<file path="src/rtl/dual_port_ram.sv">
// Simple dual-port RAM: byte-lane writes, registered read with valid strobe, self-clear after reset.
// Optional macro DPRAM_WR_BYPASS_EN selects write-first collisions; default build is read-first.
module dual_port_ram #(
   parameter int unsigned MEM_DEPTH  = 128,
   parameter int unsigned DATA_WIDTH = 32,
   parameter int unsigned ADDR_WIDTH = $clog2(MEM_DEPTH),
   parameter int unsigned BE_WIDTH   = DATA_WIDTH / 8
) (
   input  logic                  clk_i,
   input  logic                  rst_i,
   input  logic                  wr_valid_i,
   output logic                  wr_ready_o,
   input  logic [ADDR_WIDTH-1:0] wr_addr_i,
   input  logic [DATA_WIDTH-1:0] wr_data_i,
   input  logic [BE_WIDTH-1:0]   wr_be_i,
   input  logic                  rd_valid_i,
   output logic                  rd_ready_o,
   input  logic [ADDR_WIDTH-1:0] rd_addr_i,
   output logic [DATA_WIDTH-1:0] rd_data_o,
   output logic                  rd_valid_o,
   output logic                  init_done_o
);

   typedef enum logic [0:0] {StInit, StRun} state_e;

   localparam logic [ADDR_WIDTH:0]   DepthW   = (ADDR_WIDTH + 1)'(MEM_DEPTH);
   localparam logic [ADDR_WIDTH-1:0] LastAddr = ADDR_WIDTH'(MEM_DEPTH - 1);

   logic [DATA_WIDTH-1:0] mem_q [MEM_DEPTH];

   state_e                state_q, state_d;
   logic [ADDR_WIDTH-1:0] init_cnt_q, init_cnt_d;
   logic                  ready_q, ready_d;
   logic [DATA_WIDTH-1:0] rd_data_q, rd_data_d;
   logic                  rd_valid_q, rd_valid_d;

   logic                  wr_acc, rd_acc;
   logic                  wr_in_range, rd_in_range;
   logic [DATA_WIDTH-1:0] rd_word;

   assign wr_acc      = wr_valid_i && ready_q;
   assign rd_acc      = rd_valid_i && ready_q;
   // Only reachable when MEM_DEPTH is not a power of two.
   assign wr_in_range = {1'b0, wr_addr_i} < DepthW;
   assign rd_in_range = {1'b0, rd_addr_i} < DepthW;

   always_comb begin
      state_d    = state_q;
      init_cnt_d = init_cnt_q;
      ready_d    = ready_q;
      unique case (state_q)
         StInit: begin
            if (init_cnt_q == LastAddr) begin
               state_d = StRun;
               ready_d = 1'b1;
            end else begin
               init_cnt_d = init_cnt_q + 1'b1;
            end
         end
         StRun: begin
            ready_d = 1'b1;
         end
      endcase
   end

   always_comb begin
      rd_word = '0;
      if (rd_in_range) begin
         rd_word = mem_q[rd_addr_i];
`ifdef DPRAM_WR_BYPASS_EN
         // Write-first: enabled lanes of a same-address write override the stored word.
         if (wr_acc && (wr_addr_i == rd_addr_i)) begin
            for (int k = 0; k < BE_WIDTH; k++) begin
               if (wr_be_i[k]) rd_word[8*k +: 8] = wr_data_i[8*k +: 8];
            end
         end
`endif
      end
      rd_data_d  = rd_acc ? rd_word : rd_data_q;
      rd_valid_d = rd_acc;
   end

   always_ff @(posedge clk_i or posedge rst_i) begin
      if (rst_i) begin
         state_q    <= StInit;
         init_cnt_q <= '0;
         ready_q    <= 1'b0;
         rd_data_q  <= '0;
         rd_valid_q <= 1'b0;
      end else begin
         state_q    <= state_d;
         init_cnt_q <= init_cnt_d;
         ready_q    <= ready_d;
         rd_data_q  <= rd_data_d;
         rd_valid_q <= rd_valid_d;
      end
   end

   // Storage has no reset; the INIT sweep clears it after every reset release.
   always_ff @(posedge clk_i) begin
      if (state_q == StInit) begin
         mem_q[init_cnt_q] <= '0;
      end else if (wr_acc && wr_in_range) begin
         for (int k = 0; k < BE_WIDTH; k++) begin
            if (wr_be_i[k]) mem_q[wr_addr_i][8*k +: 8] <= wr_data_i[8*k +: 8];
         end
      end
   end

   assign wr_ready_o  = ready_q;
   assign rd_ready_o  = ready_q;
   assign init_done_o = ready_q;
   assign rd_data_o   = rd_data_q;
   assign rd_valid_o  = rd_valid_q;

endmodule
</file>
<file path="config.mk">
export PLATFORM = sky130hd
export DESIGN_NAME = dual_port_ram
export DESIGN_NICKNAME = d
export VERILOG_FILES = /design/src/rtl/dual_port_ram.sv
export SDC_FILE = /design/constraint.sdc
export NUM_CORES = 2
export LEC_CHECK = 0
export CAP_MARGIN = 25
export CORE_MARGIN = 1
export CORE_UTILIZATION = 57
export CTS_CLUSTER_SIZE = 20
export DETAILED_ROUTE_END_ITERATION = 6
export PLACE_DENSITY_LB_ADDON = 0.15
export SLEW_MARGIN = 40
export SYNTH_ARGS = -nofsm -noshare
export SYNTH_HDL_FRONTEND = slang
export SYNTH_SLANG_ARGS = --single-unit
</file>
<file path="constraint.sdc">
create_clock -name clk_i -period 3.55 [get_ports clk_i]
set_input_delay 0.8875 -clock clk_i [delete_from_list [all_inputs] [get_ports clk_i]]
set_output_delay 0.8875 -clock clk_i [all_outputs]
set_load 0.1 [all_outputs]
</file>
Word-level counts from Yosys, hierarchy flattened
Memory sizes are Yosys's and may differ from the RTL's. A register that Yosys moved wholly into a read port is not among the register bits.
Cells that the tools add are included.
- add/sub/neg operators: 1
- equal/unequal tests: 2
- multiplexer cells: 24
- bitwise operators: 2
- reduce and logical (&&, ||, !) cells: 4
- operator list (kind ; number):
    two-way mux 32 bit ; 1
    OR reduction 32 bit ; 1
    two-way mux 1 bit ; 20
    adder 7 x 1 -> 7 bit (second input constant) ; 1
    equality test 7 bit (second input constant) ; 1
    two-way mux 7 bit ; 1
    two-way mux 4 bit ; 1
    logical AND 1 bit ; 2
    != test 2 bit (second input constant) ; 1
    inverter 1 bit ; 2
    case mux 1 bit (2 select lines) ; 1
    AND reduction 2 bit ; 1
- flip-flop bits (word level): 10
- RAM bits: 4096
- input port bits: 54
- output and inout bits: 36
- memories: 1
- memories (memory ; depth ; width ; rd ports ; clocked after memory_dff ; wr ports ; line ; RTL):
    mem_q ; 128 ; 32 ; 1 ; 1 ; 1 ; 29 ; logic [DATA_WIDTH-1:0] mem_q [MEM_DEPTH];

Depth between registers and ports, before layout
- word-level depth: 6
- depth in mapped cells: 13
- gate-level depth less buffers: 6

Least setup slack after synthesis
OpenSTA, ideal clock, no wires.
- path kind: register to register
- start: register ready_q, in the netlist init_done_o
- end: memory mem_q[0][10] (data pin)
- setup time: 0.535 ns
- data arrival time: 3.888 ns
- path slack: -0.873 ns
- cell stages (with the launch flop): 7
- buffers on the path: 4
- cell sequence: dfrtp_1 clkbuf_1 and4_1 clkbuf_1 clkbuf_1 clkbuf_1 and2_1
- word-level cells in the longest chain between the ends: 6
- elaborated cells on any way between the ends: 15
- classes of those cells: mux (13); reduce/logical (2)
- RTL lines (item ; line ; RTL):
    start: declaration ; 33 ; logic ready_q, ready_d;
    start signal: assignment ; 93 ; ready_q <= ready_d;
    logical AND 1 bit (*) ; 41 ; assign wr_acc = wr_valid_i && ready_q;
    two-way mux 1 bit ; 103 ; end else if (wr_acc && wr_in_range) begin
    two-way mux 1 bit ; 101 ; if (state_q == StInit) begin
    two-way mux 1 bit (not written as such) ; 105 ; if (wr_be_i[k]) mem_q[wr_addr_i][8*k +: 8] <= wr_data_i[8*k +: 8];
    OR reduction 32 bit (no source line) (*) ; n/a ;
    two-way mux 32 bit (no source line) (*) ; n/a ;
    end: declaration ; 29 ;
Mark *: on every way between the ends. The rest lies on a longest branch, timed or not.

Final worst setup path
- start: input port wr_be_i[1]
- end: memory mem_q[25][0], enable pin
- word-level cells in the longest chain between the ends: 6
- elaborated cells on any way between the ends: 7
- classes of those cells: mux (6); reduce/logical (1)
- RTL lines (item ; line ; RTL):
    start: declaration ; 15 ; input logic [BE_WIDTH-1:0] wr_be_i,
    two-way mux 1 bit (*) ; 105 ;
    two-way mux 1 bit (*) ; 103 ;
    two-way mux 1 bit (*) ; 101 ;
    two-way mux 1 bit (not written as such) (*) ; 105 ;
    OR reduction 32 bit (no source line) (*) ; n/a ;
    two-way mux 7 bit (no source line) / two-way mux 4 bit (equally long branches) ; n/a ;
Marks and branches as above.

==> impl_metrics.env <==
export IMPL_drive_above_1_share_pct=30.1
export IMPL_hpwlAfterDp_microns=301000
export IMPL_yosys_register_bits=4138
export IMPL_routed_wl_microns=447000
export IMPL_hp_class="in2async"
export IMPL_antenna_left=0
export IMPL_area_growth_pct=19.0
export IMPL_end_kind="flip-flop"
export IMPL_drtIter0Drc=11400
export IMPL_maxCapViolCount=0
export IMPL_leakagePower_nw=55.9
export IMPL_h_tree_depth=5
export IMPL_die_height_microns=536
export IMPL_path_clk_slew_ps=60
export IMPL_rrSetupSlack_ps=590
export IMPL_clk_path_buf_depth=4
export IMPL_synth_xor_xnor_area_share_pct=0.0270
export IMPL_yosysUniqueCellTypes=64
export IMPL_worstPathRequired_ps=4200
export IMPL_synth_top_family_by_area="multiplexers"
export IMPL_fin_tns_setup_ps=0
export IMPL_synth_compound_area_share_pct=3.97
export IMPL_slew_headroom_pct=41.4
export IMPL_hold_viol=0
export IMPL_setup_viol=0
export IMPL_detail_route_wl_per_cell_microns=32.1
export IMPL_ios=90
export IMPL_grt_pass1_vias=88500
export IMPL_yosys_cell_count_top_type="edfxtp_1"
export IMPL_place_congestion=0.919
export IMPL_drv_slew=0
export IMPL_synthSimpleGateAreaFrac_pct=3.24
export IMPL_cts_buffers=410
export IMPL_synth_edf_count=4096
export IMPL_cts_root_buf="clkbuf_16"
export IMPL_cp_start_kind="input pin"
export IMPL_io_buffers=89
export IMPL_p_per_area_mw_per_mm2=518
export IMPL_synth_area_sq_mm=0.162
export IMPL_fmax_ghz=0.289
export IMPL_synthTopCellsByCount="edfxtp_1 (4096), mux2i_1 (741), nor2_1 (634)"
export IMPL_met2_usage_pct=47.9
export IMPL_antenna_found_initial=25
export IMPL_synthDominantCellAreaShare_pct=75.7
export IMPL_worst_pin_slew_ps=858
export IMPL_tritoncts="done"
export IMPL_reg2reg_from="state_q"
export IMPL_clock_skew_ps=46.7
export IMPL_vdd_drop_max_mv=0.432
export IMPL_reg2reg_to="mem_q[25][0]"
export IMPL_synth_area_top_cells="edfxtp_1 (76%), mux4_2 (8.0%), mux2i_1 (4.6%)"
export IMPL_synthAdderAreaFrac_pct=0.00770
export IMPL_syn_inst=8384
export IMPL_start_util_pct=57.5
export IMPL_cts_resized=0
export IMPL_grt_max_degree=65
export IMPL_vias=89000
export IMPL_worstSetupPathType="in2reg"
export IMPL_n_fill_cell=17800
export IMPL_core_sq_mm=0.283
export IMPL_die_w_microns=536
export IMPL_drc_errors=12
export IMPL_synth_nets=8439
export IMPL_top_usage_layer="met2"
export IMPL_yosysSeqAreaShare_pct=76.4
export IMPL_ff2ff_path_depth=8
export IMPL_synth_mux_area_fraction_pct=14.5
export IMPL_dieArea_sq_mm=0.287
export IMPL_clock_sinks=4138
export IMPL_outcome="complete, but fails checks"
export IMPL_rsz0062_at_grt="false"
export IMPL_failed_checks="DRC"
export IMPL_grtUsageMet3_pct=6.36
export IMPL_ys_warn_count=0
export IMPL_period_minus_slack_ps=3460
export IMPL_grt_util_met1_pct=44.9
export IMPL_dr_pass1_iters=7
export IMPL_period_share_pct=97.6
export IMPL_final_nets=9872
export IMPL_crit_arrival_ps=4120
export IMPL_clk_latency_ps=960
export IMPL_async_flop_share_pct=1.01
export IMPL_synthFlopType="edfxtp_1"
export IMPL_placed_cell_area_sq_mm=0.180
export IMPL_yosysTopAreaCell="edfxtp_1"
export IMPL_grt_ovfl_total=0
export IMPL_grt_usage_pct=31.3
export IMPL_finalInstanceArea_sq_mm=0.193
export IMPL_cts_hold_buf=0
export IMPL_grt_pass1_wl_microns=639000
export IMPL_path_max_fanout=9
export IMPL_cts_setup_buffers=0
export IMPL_rows=195
export IMPL_via_per_inst=6.40
export IMPL_postSynthAreaPerCell_sq_um=19.4
## power breakdown
group	switching (W)	internal (W)	total, W
Combinational	0.00194	0.00134	0.00328
Clock	0.0185	0.0255	0.0440
Sequential	0	0.0528	0.0528
## stage by stage
stage	hold slack (ps)	power (W)	utilization [%]	setup WS, ps	instances
after floorplan	527	0.0557	-	-660	8384
after CTS	314	0.100	68.4	232	13900
after global placement	484	0.0571	63.5	-1040	13100
after detailed placement	492	0.0571	63.5	-746	13100
after global routing	372	0.102	68.4	61.2	13900
final	356	0.100	68.4	86.4	13900
## metal layers
metal	wire length, microns	part of all wire, %	vias to the layer above
met5	97	0.022	-
met4	19000	4.2	16
met3	48700	11	787
met2	206000	46	5146
met1	173000	39	45900
li1	-	-	37200
## state kept, by name (all words and copies together) (netlist names)
| name | count |
|---|---|
| rd_data_o | 32 |
| rd_valid_o | 1 |
| init_done_o | 1 |
| init_cnt_q | 7 |
| mem_q | 4096 |
| state_q | 1 |
## area by class of cell
class	count	area (sq um)	area share [%]
antenna	9	22.5	0.0117
timing repair buffer	1576	15300	7.92
clock buffer	503	10900	5.62
inverter	9	38.8	0.0201
sequential	4138	124000	64.2
clock inverter	253	2800	1.45
multi-input combinational	3682	35500	18.4
tap	3743	4680	2.42
## cell usage in the layout (no fill, tap or decap), types with 32 or more instances in the layout
| master | n |
|---|---|
| edfxtp_1 | 4096 |
| buf_4 | 1259 |
| mux2i_1 | 741 |
| nor2_1 | 628 |
| mux4_2 | 575 |
| clkbuf_16 | 418 |
| o22ai_1 | 298 |
| buf_12 | 264 |
| mux2_2 | 254 |
| nand2_1 | 221 |
| o221ai_1 | 88 |
| a211oi_1 | 85 |
| nor3_1 | 82 |
| clkbuf_1 | 77 |
| clkinv_1 | 72 |
| a21oi_1 | 69 |
| clkinv_2 | 64 |
| and2_1 | 58 |
| o31ai_1 | 58 |
| bufinv_16 | 51 |
| clkdlybuf4s50_1 | 48 |
| dfrtp_1 | 42 |
| a22oi_1 | 35 |
| and2_4 | 33 |
| clkinvlp_4 | 32 |
## how the worst max path moves through the flow
stage                     start      endpoint  slack [ps]
global route         wr_be_i[1]  mem_q[65][1]          60
global placement     wr_be_i[1]   mem_q[9][2]       -1040
detailed placement   wr_be_i[1]  mem_q[73][3]        -750
floorplan           init_done_o   mem_q[0][0]        -660
finish               wr_be_i[1]  mem_q[25][0]          90
CTS                  wr_be_i[1]  mem_q[65][1]         230
## kinds of logic (layout without fill, tap and decap cells)
logic type	Yosys count	after routing
fa+ha+maj	1	1
compound gates	887	887
mux	1580	1580
xor+xnor	5	5
simple gates	1209	1209
other cells	0	9
flops	4138	4138
buf+inv	564	2341
## critical path: stages
cell and delay, ps:
clkdlybuf4s50_1 430, or4_1 720, buf_4 220, nand4_1 80, buf_4 190, buf_4 210
nand4b_1 200, o41ai_4 230, nand2_1 320, buf_4 280, nor2_1 130, buf_4 190
No activity file was read; power rests on OpenSTA's default activity.
